$ cat src/rtl/constraint_sample_sequencer.sv
// constraint_sample_sequencer
//   Feeds pseudo-random candidates from a Galois LFSR into an external
//   combinational constraint checker, waits CHECK_LAT cycles for the verdict,
//   and streams every satisfying candidate out over a valid/ready handshake
//   until req_count samples have been delivered or a sample exhausts its
//   MAX_TRIES budget.
// Ports
//   clk, rst            clock, synchronous active-high reset
//   start, abort        run control (start only honoured in IDLE)
//   seed_load, seed     LFSR seed load (only honoured in IDLE; zero loads as 1)
//   req_count           number of satisfying samples wanted, latched at start
//   cand_o, sat_i       registered candidate to the checker, checker verdict
//   sample_valid/ready  output handshake, sample_data holds the candidate
//   busy, done, fail    status; done/fail are single-cycle pulses
//   tries               candidates tried for the current/last sample
module constraint_sample_sequencer #(
  parameter int unsigned       CAND_W    = 64,
  parameter logic [CAND_W-1:0] POLY      = 64'hD800_0000_0000_0000,
  parameter int unsigned       CHECK_LAT = 1,
  parameter int unsigned       MAX_TRIES = 65535
) (
  input  logic              clk,
  input  logic              rst,
  input  logic              start,
  input  logic              abort,
  input  logic              seed_load,
  input  logic [CAND_W-1:0] seed,
  input  logic [15:0]       req_count,
  output logic [CAND_W-1:0] cand_o,
  input  logic              sat_i,
  output logic              sample_valid,
  input  logic              sample_ready,
  output logic [CAND_W-1:0] sample_data,
  output logic              busy,
  output logic              done,
  output logic              fail,
  output logic [15:0]       tries
);

  localparam int unsigned WCW = (CHECK_LAT < 2) ? 1 : $clog2(CHECK_LAT + 1);
  localparam logic [CAND_W-1:0] LFSR_ONE = {{(CAND_W-1){1'b0}}, 1'b1};

  typedef enum logic [1:0] {
    ST_IDLE,
    ST_DRAW,
    ST_WAIT,
    ST_HOLD
  } state_t;

  state_t            state_q, state_d;
  logic [CAND_W-1:0] lfsr_q, lfsr_d;
  logic [CAND_W-1:0] cand_q, cand_d;
  logic [CAND_W-1:0] data_q, data_d;
  logic              valid_q, valid_d;
  logic              done_q, done_d;
  logic              fail_q, fail_d;
  logic [15:0]       tries_q, tries_d;
  logic [15:0]       rem_q, rem_d;
  logic [WCW-1:0]    wait_q, wait_d;

  logic [CAND_W-1:0] lfsr_nxt;
  logic [15:0]       tries_inc;

  always_comb begin
    lfsr_nxt  = (lfsr_q >> 1) ^ (lfsr_q[0] ? POLY : '0);
    tries_inc = (tries_q == '1) ? tries_q : tries_q + 16'd1;

    state_d = state_q;
    lfsr_d  = lfsr_q;
    cand_d  = cand_q;
    data_d  = data_q;
    valid_d = valid_q;
    done_d  = 1'b0;
    fail_d  = 1'b0;
    tries_d = tries_q;
    rem_d   = rem_q;
    wait_d  = wait_q;

    unique case (state_q)
      ST_IDLE: begin
        // Seed is applied before start so a same-cycle start draws from it.
        if (seed_load) begin
          lfsr_d = (seed == '0) ? LFSR_ONE : seed;
        end
        if (start) begin
          rem_d   = req_count;
          tries_d = '0;
          if (req_count == '0) begin
            done_d = 1'b1;
          end else begin
            state_d = ST_DRAW;
          end
        end
      end
      ST_DRAW: begin
        lfsr_d  = lfsr_nxt;
        cand_d  = lfsr_nxt;
        tries_d = tries_inc;
        wait_d  = WCW'(CHECK_LAT);
        state_d = ST_WAIT;
      end
      ST_WAIT: begin
        if (wait_q == WCW'(1)) begin
          if (sat_i) begin
            data_d  = cand_q;
            valid_d = 1'b1;
            state_d = ST_HOLD;
          end else if (tries_q == 16'(MAX_TRIES)) begin
            fail_d  = 1'b1;
            state_d = ST_IDLE;
          end else begin
            state_d = ST_DRAW;
          end
        end else begin
          wait_d = wait_q - WCW'(1);
        end
      end
      ST_HOLD: begin
        if (sample_ready) begin
          valid_d = 1'b0;
          rem_d   = rem_q - 16'd1;
          if (rem_q == 16'd1) begin
            done_d  = 1'b1;
            state_d = ST_IDLE;
          end else begin
            tries_d = '0;
            state_d = ST_DRAW;
          end
        end
      end
    endcase

    // Abort overrides every state action above, including a same-cycle
    // handshake or draw; LFSR and candidate are left where they were.
    if (abort && (state_q != ST_IDLE)) begin
      state_d = ST_IDLE;
      lfsr_d  = lfsr_q;
      cand_d  = cand_q;
      data_d  = data_q;
      valid_d = 1'b0;
      tries_d = tries_q;
      rem_d   = rem_q;
      wait_d  = wait_q;
      done_d  = 1'b0;
      fail_d  = 1'b1;
    end
  end

  always_ff @(posedge clk) begin
    if (rst) begin
      state_q <= ST_IDLE;
      lfsr_q  <= LFSR_ONE;
      cand_q  <= '0;
      data_q  <= '0;
      valid_q <= 1'b0;
      done_q  <= 1'b0;
      fail_q  <= 1'b0;
      tries_q <= '0;
      rem_q   <= '0;
      wait_q  <= '0;
    end else begin
      state_q <= state_d;
      lfsr_q  <= lfsr_d;
      cand_q  <= cand_d;
      data_q  <= data_d;
      valid_q <= valid_d;
      done_q  <= done_d;
      fail_q  <= fail_d;
      tries_q <= tries_d;
      rem_q   <= rem_d;
      wait_q  <= wait_d;
    end
  end

  assign cand_o       = cand_q;
  assign sample_data  = data_q;
  assign sample_valid = valid_q;
  assign busy         = (state_q != ST_IDLE);
  assign done         = done_q;
  assign fail         = fail_q;
  assign tries        = tries_q;

endmodule

$ cat config.mk
export PLATFORM = sky130hd
export DESIGN_NAME = constraint_sample_sequencer
export DESIGN_NICKNAME = d
export VERILOG_FILES = /design/src/rtl/constraint_sample_sequencer.sv
export SDC_FILE = /design/constraint.sdc
export NUM_CORES = 1
export LEC_CHECK = 0
export CORE_ASPECT_RATIO = 0.75
export CORE_MARGIN = 2
export CORE_UTILIZATION = 43
export CTS_BUF_LIST = sky130_fd_sc_hd__clkbuf_8
export CTS_CLUSTER_SIZE = 28
export DETAILED_ROUTE_END_ITERATION = 7
export HOLD_SLACK_MARGIN = 0.1
export PLACE_DENSITY = 0.73
export SLEW_MARGIN = 25
export SYNTH_ARGS = -nofsm -noshare
export SYNTH_HDL_FRONTEND = slang
export SYNTH_SLANG_ARGS = --single-unit
$ cat constraint.sdc
create_clock -name clk -period 2 [get_ports clk]
set_input_delay 0.5 -clock clk [delete_from_list [all_inputs] [get_ports clk]]
set_output_delay 0.5 -clock clk [all_outputs]
set_load 0.02 [all_outputs]
==> results of run 1 <==
## cell families after synthesis
logic type | after synthesis | synth area share, %
xor+xnor | 5 | 0.455
compound gates | 281 | 17.7
buf+inv | 100 | 4.12
mux | 62 | 6.44
simple gates | 487 | 22.6
fa+ha+maj | 7 | 0.909
flops | 230 | 47.8
## area by class of cell
class / count / area, sq um / area share (%)
Multi-Input combinational cell: 842 / 4890 / 34.6
Clock buffer: 50 / 688 / 4.87
Timing Repair Buffer: 353 / 3430 / 24.3
Tap cell: 294 / 368 / 2.60
Sequential cell: 230 / 4610 / 32.7
Clock inverter: 13 / 87.6 / 0.620
Inverter: 14 / 57.6 / 0.407
## cell usage after synthesis, drive strengths merged, types with 2 or more instances
cell type	n
nor4b	4
clkbuf	65
nor4	34
buf	21
dfxtp	230
o311a	2
nand2b	4
ha	7
nor2	94
inv	14
nand3	11
mux2i	62
o21a	4
a21oi	150
xnor2	5
or4	7
o21ai	22
o21ba	3
o211ai	6
a211oi	70
a21o	2
nor2b	5
and4	4
or2	2
nor3	12
a22oi	3
nand2	280
o31ai	6
or3	7
and2	2
nand4	13
and3	4
## routing by layer
metal / track usage, % / part of all wire [%] / vias to the layer above
met1: 33.1 / 46 / 4572
li1: - / - / 4718
met3: 5.08 / 7.4 / 53
met2: 38.2 / 45 / 389
met4: 7.07 / 2.0 / 0
met5: 0 / 0 / -
## final timing paths
path | from | end | slack (ns) | cells past startpoint
worst max-delay path | state_q[1] | tries[9] | -0.09 | 7
worst min-delay path | rst | sample_data[17] | 0.40 | 2
worst max register to register | state_q[1] | tries[9] | -0.09 | 7
worst min register to register | sample_data[10] | sample_data[10] | 0.45 | 2
## power groups by stage
stage          Clock (mW)  Sequential [mW]  Combinational, mW
2_1_floorplan           0             6.29               3.38
3_3_place_gp            0             6.16               5.70
3_5_place_dp            0             6.19               5.81
4_1_cts              4.31             6.10               5.92
5_1_grt              4.49             6.22               7.06
6_report             4.20             6.11               6.48
## placed cells by master, fill, tap and decap left out, types with 5 or more instances in the layout
| master | netlist | final |
|---|---|---|
| nor4_1 | 29 | 25 |
| nand4_1 | 13 | 13 |
| buf_12 | 0 | 11 |
| buf_4 | 2 | 97 |
| dfxtp_1 | 230 | 226 |
| nor3_2 | 0 | 5 |
| clkbuf_8 | 0 | 50 |
| nand3_1 | 11 | 11 |
| buf_6 | 1 | 9 |
| or3_1 | 7 | 6 |
| mux2i_1 | 62 | 62 |
| dlygate4sd2_1 | 0 | 94 |
| a211oi_1 | 70 | 67 |
| xnor2_1 | 5 | 5 |
| clkdlybuf4s50_1 | 0 | 96 |
| inv_1 | 14 | 20 |
| nand2_1 | 280 | 279 |
| o211ai_1 | 6 | 6 |
| o21ai_0 | 21 | 19 |
| o31ai_1 | 6 | 5 |
| nor3_1 | 12 | 7 |
| dlymetal6s2s_1 | 0 | 42 |
| nor4_2 | 4 | 6 |
| nor2_1 | 94 | 90 |
| a21oi_1 | 150 | 146 |
## through the flow
step	hold WS, ns	area (sq um)	instances	TNS [ns]	power, mW
after floorplan	0.441	9720	1172	-0.335	9.67
final	0.395	14100	1796	-0.271	16.8
after global placement	0.441	13000	1714	-18.49	11.9
after detailed placement	0.445	13000	1714	-26.47	12.0
after CTS	0.370	13800	1786	-0.446	16.3
after global routing	0.408	14100	1796	-0.845	17.8
## worst max-delay path, stage by stage, from the launching register on
cell,delay [ns]
dfxtp_4,0.35
buf_6,0.12
ha_4,0.17
nor4b_4,0.13
and4_4,0.19
or3_4,0.42
or4_4,0.51
a21oi_2,0.14
## registers in the layout (all words and copies together), names as in the netlist
signal        flops
fail              1
lfsr_q           64
sample_data      64
sample_valid      1
tries            16
done              1
rem_q            16
wait_q            1
state_q           2
cand_o           64
## repair_timing
action / in CTS / in global routing
setup buffers: 9 / 9
gates cloned: 0 / 3
setup endpoints to repair: 103 / 73
resized for setup: 115 / 82
pin swaps: 12 / 17
==> results_dict.tcl, run 1 <==
set metrics [dict create \
    place_hpwl_mm 20.1 \
    via_per_inst 5.42 \
    slew_headroom_pct 60.9 \
    synth_ff_type "dfxtp_1" \
    comb_power_share_pct 38.6 \
    wl_per_cell_um 16.7 \
    final_nets 1574 \
    vdd_drop_max_uv 630 \
    power.density_nw_per_um2 1190 \
    leakagePower_nw 6.23 \
    grt_pass1_vias 9009 \
    clk_pin_slew_ns 0.06 \
    cp-end-kind "flop" \
    switchingPower_mw 6.09 \
    worst_slew_pin_slew_ns 0.581 \
    dr_total_vias 9732 \
    setup-violations-final 8 \
    numPortBuffers 234 \
    fin_crit_ns 2.09 \
    drtIter0Drc 679 \
    yosysTopAreaCellShare_pct 47.8 \
    place_ws_ns -0.554 \
    grt_first_pass_wirelength_mm 46.3 \
    path_max_fanout 6 \
    n_fill_cell 1936 \
    start_util_pct 43.7 \
    max_freq_mhz 480 \
    grt_max_degree 61 \
    syn_area_per_cell_sq_um 8.22 \
    swShare_pct 36.3 \
    violations "setup timing" \
    start_kind "flop" \
    crit_type "flop to flop" \
    coreArea_sq_um 22100 \
    route.detailed.drc 0 \
    final.setup_skew_ns 0.0190 \
    setup_ws_ns -0.0850 \
    antenna_found_initial 0 \
    netlist_instances 1172 \
    post-route-util_pct 64.1 \
    synth.top_cells.by_area "dfxtp_1 48%, nand2_1 11%, a21oi_1 7.8%, mux2i_1 6.4%, a211oi_1 5.5%" \
    place.gp.congestion 0.828 \
    synth_top_area_cell "dfxtp_1" \
    wl_mm 30.0 \
    grt_setup_unrepaired "true" \
    ys_types 58 \
    grtUsageTotal_pct 24.1 \
    timing.final.crit_share_pct 104 \
    syn_nets 1266 \
    htree_levels 2 \
    clockBufferDepth 3 \
    grt.overflow.total 0 \
    die_area_sq_um 23600 \
    cts_tree "built" \
    antenna_cells 0 \
    antenna_left 0 \
    drive_gt1_share_pct 15.8 \
    critPathRequiredTime_ns 2.45 \
    num_io_pins 235 \
    hold_buffers 0 \
    drt-pass1-iter-count 5 \
    area_growth_pct 46.7 \
    synth_area_sq_um 9630 \
    clock_latency_ns 0.53 \
    critical_path_arrival_ns 2.54 \
    dieWidth_um 177 \
    maxSlewViolCount 0 \
    hold_viol_final 0 \
    rows 47 \
    hold_path_class "primary input to flop" \
    cts_buffers 39 \
    ys_seq_area_share_pct 47.8 \
    chipHeight_um 134 \
    clkPwrFrac_pct 25.0 \
    ys_warn_count 0 \
    max_cap_viol_count 0 \
    p_int_mw 10.7 \
    synth-seq-cells 230 \
    outcome "complete, but fails checks" \
    root_buffer "clkbuf_8" \
    synthArstFlopShare_pct 0 \
    synth_edf_count 0 \
    clock-sinks 230 \
    seqPwrFrac_pct 36.4 \
]
Note: power is estimated with default switching activity, not from simulation.
==> run 2: changes to the inputs <==
Settings changed: ABC_AREA from default to 1, CTS_BUF_LIST sky130_fd_sc_hd__clkbuf_8 to default, CTS_CLUSTER_DIAMETER from default to 60, PLACE_DENSITY 0.73 to 0.72.
==> results_dict.tcl, run 2 <==
set metrics [dict create \
    place_ws_ns -0.0910 \
    hold_path_class "flop to flop" \
    slowest_delay_ns 0.61 \
    place_area_sq_um 13300 \
    dieWidth_um 183 \
    clock_latency_ns 0.50 \
    synth_xor_area_share_pct 0.676 \
    via_per_inst 5.23 \
    synth_ff_type "dfxtp_1" \
    syn_area_per_cell_sq_um 7.37 \
    cp-end-kind "output pin" \
    numPortBuffers 234 \
    clock-sinks 230 \
    place.gp.congestion 0.890 \
    mostFrequentLayoutCell "nand2_1" \
    synth_top_family_by_area "simple AND/OR/NAND/NOR gates" \
    setup-violations-final 0 \
    cp_top_family "buffers and inverters" \
    maxSlewViolCount 0 \
    cp.buffers_inverters 1 \
    synth.top_cells.by_area "dfxtp_1 44%, nand2_1 11%, a21oi_2 9.0%, nor2_1 8.3%, o21ai_0 7.7%" \
    slew_headroom_pct 66.2 \
    power.density_nw_per_um2 1350 \
    whs_ns 0.451 \
    vdd_drop_max_uv 1020 \
    antenna_found_initial 2 \
    slowest_stage "clkdlybuf4s50_1" \
    path_max_fanout 2 \
    route.detailed.drc 0 \
    yosysMostFrequentCell "nand2_1" \
    timing.final.crit_share_pct 97.9 \
    final.setup_skew_ns 0.0159 \
    die_area_sq_um 25400 \
    antenna_left 0 \
    drive_gt1_share_pct 14.0 \
    chipHeight_um 138 \
    synthArstFlopShare_pct 0 \
    yosysTopAreaCellShare_pct 44.4 \
    coreArea_sq_um 23800 \
    area_growth_pct 33.9 \
    start_util_pct 43.5 \
    synth-simple-area-share_pct 24.0 \
    max_cap_viol_count 0 \
    layout_common_cells "305 x nand2_1, 230 x dfxtp_1, 229 x nor2_1, 159 x o21ai_0, 144 x clkdlybuf4s50_1" \
    cts_buffers 16 \
    synthAdderAreaFrac_pct 0.845 \
    hold_viol_final 0 \
    grt_max_degree 66 \
    syn_nets 1501 \
    fin_cells 1947 \
    wl_per_cell_um 15.7 \
    synth_commonest_cells "305 x nand2_1, 230 x dfxtp_1, 230 x nor2_1, 159 x o21ai_0, 126 x a21oi_1" \
    finalPower_mw 18.7 \
    crit_type "flop to output pin" \
    critPathRequiredTime_ns 1.50 \
    wl_mm 30.6 \
    grt.overflow.total 0 \
    cts_tree "built" \
    synth_area_sq_um 10400 \
    ys_types 43 \
    fin_crit_ns 1.96 \
    rows 49 \
    grtUsageTotal_pct 23.6 \
    num_io_pins 235 \
    synthMuxAreaShare_pct 0 \
    placed_cells 1917 \
    place_hpwl_mm 21.6 \
    synth-seq-cells 230 \
    final_nets 1724 \
    critical_path_arrival_ns 1.46 \
    leakagePower_nw 6.15 \
    drtIter0Drc 818 \
    grt_first_pass_wirelength_mm 50.0 \
    netlist_instances 1407 \
    final_area_sq_um 13900 \
    max_freq_mhz 511 \
    drt-pass1-iter-count 5 \
    ys_seq_area_share_pct 44.4 \
    path_cells "clkdlybuf4s50_1" \
    grt_setup_unrepaired "false" \
    clk_pin_slew_ns 0.10 \
    root_buffer "clkbuf_16" \
    start_kind "flop" \
    htree_levels 1 \
    outcome "complete, no violations" \
    clockBufferDepth 3 \
    setup_ws_ns 0.0425 \
    grt_pass1_vias 9559 \
    synth_edf_count 0 \
    worst_slew_pin_slew_ns 0.505 \
    synth_compound_area_share_pct 23.5 \
    dr_total_vias 10175 \
    synth_top_area_cell "dfxtp_1" \
    ys_warn_count 0 \
]
[run 2: changes by cell type after synthesis, sizes merged, moves of 9 or more]
cell	change
nand3	+16
a21oi	+82
nor2	+145
mux2i	-62
o21ai	+142
a211oi	-69
nand2	+30
buf	+12
nor4	-33
clkbuf	-9
inv	+46
[run 2: kinds of logic (layout without fill, tap and decap cells)]
| kind of cell | Yosys count | count (layout) |
|---|---|---|
| adder cells (fa/ha/maj) | 7 | 7 |
| AO/OA/AOI/OAI | 404 | 404 |
| other | 0 | 1 |
| XOR/XNOR | 8 | 8 |
| flip-flops | 230 | 230 |
| buffers and inverters | 150 | 383 |
| AND/OR/NAND/NOR | 608 | 608 |
[run 2: area by class of cell]
cell class,instances,area (sq um)
clock buffers,17,425
multi-input cells,1027,5110
well taps,306,383
fillers,2192,9970
repair buffers,294,3010
inverters,61,238
clock inverters,11,101
diodes,1,2.50
flip-flops and latches,230,4600
[run 2: per-stage QoR]
stage | utilization, % | setup TNS [ns]
after floorplan | - | 0
after global placement | 55.9 | -1.19
after detailed placement | 55.9 | -4.69
after CTS | 57.7 | 0
after global routing | 58.2 | 0
final | 58.2 | 0
[run 2: path summary, 6_finish.rpt]
kind / start / endpoint / slack (ns) / cells past startpoint
setup / recovery: sample_data[40] / sample_data[40] / 0.04 / 1
hold reg to reg: sample_valid / sample_valid / 0.45 / 2
hold / removal: sample_valid / sample_valid / 0.45 / 2
setup reg to reg: state_q[0] / sample_data[57] / 0.16 / 11
[run 2: power breakdown]
part	total (mW)	internal, mW	switching [mW]
Combinational	8.65	3.31	5.34
Sequential	6.66	5.71	0.946
Clock	3.39	1.62	1.77
Total	18.7	10.6	8.05
[run 2: repair_timing]
action / CTS / global route
pin swaps: 0 / 1
gates resized for setup: 62 / 37
setup endpoints to repair: 59 / 76
hold buffers: 0 / 0
setup buffers: 0 / 1
[run 2: metal layers]
layer	GRT usage [%]	vias to the layer above	routed length (um)
li1	-	5061	-
met1	34.4	4770	14700
met2	36.4	307	13300
met3	4.66	35	2140
met4	4.59	2	499
met5	0	-	9
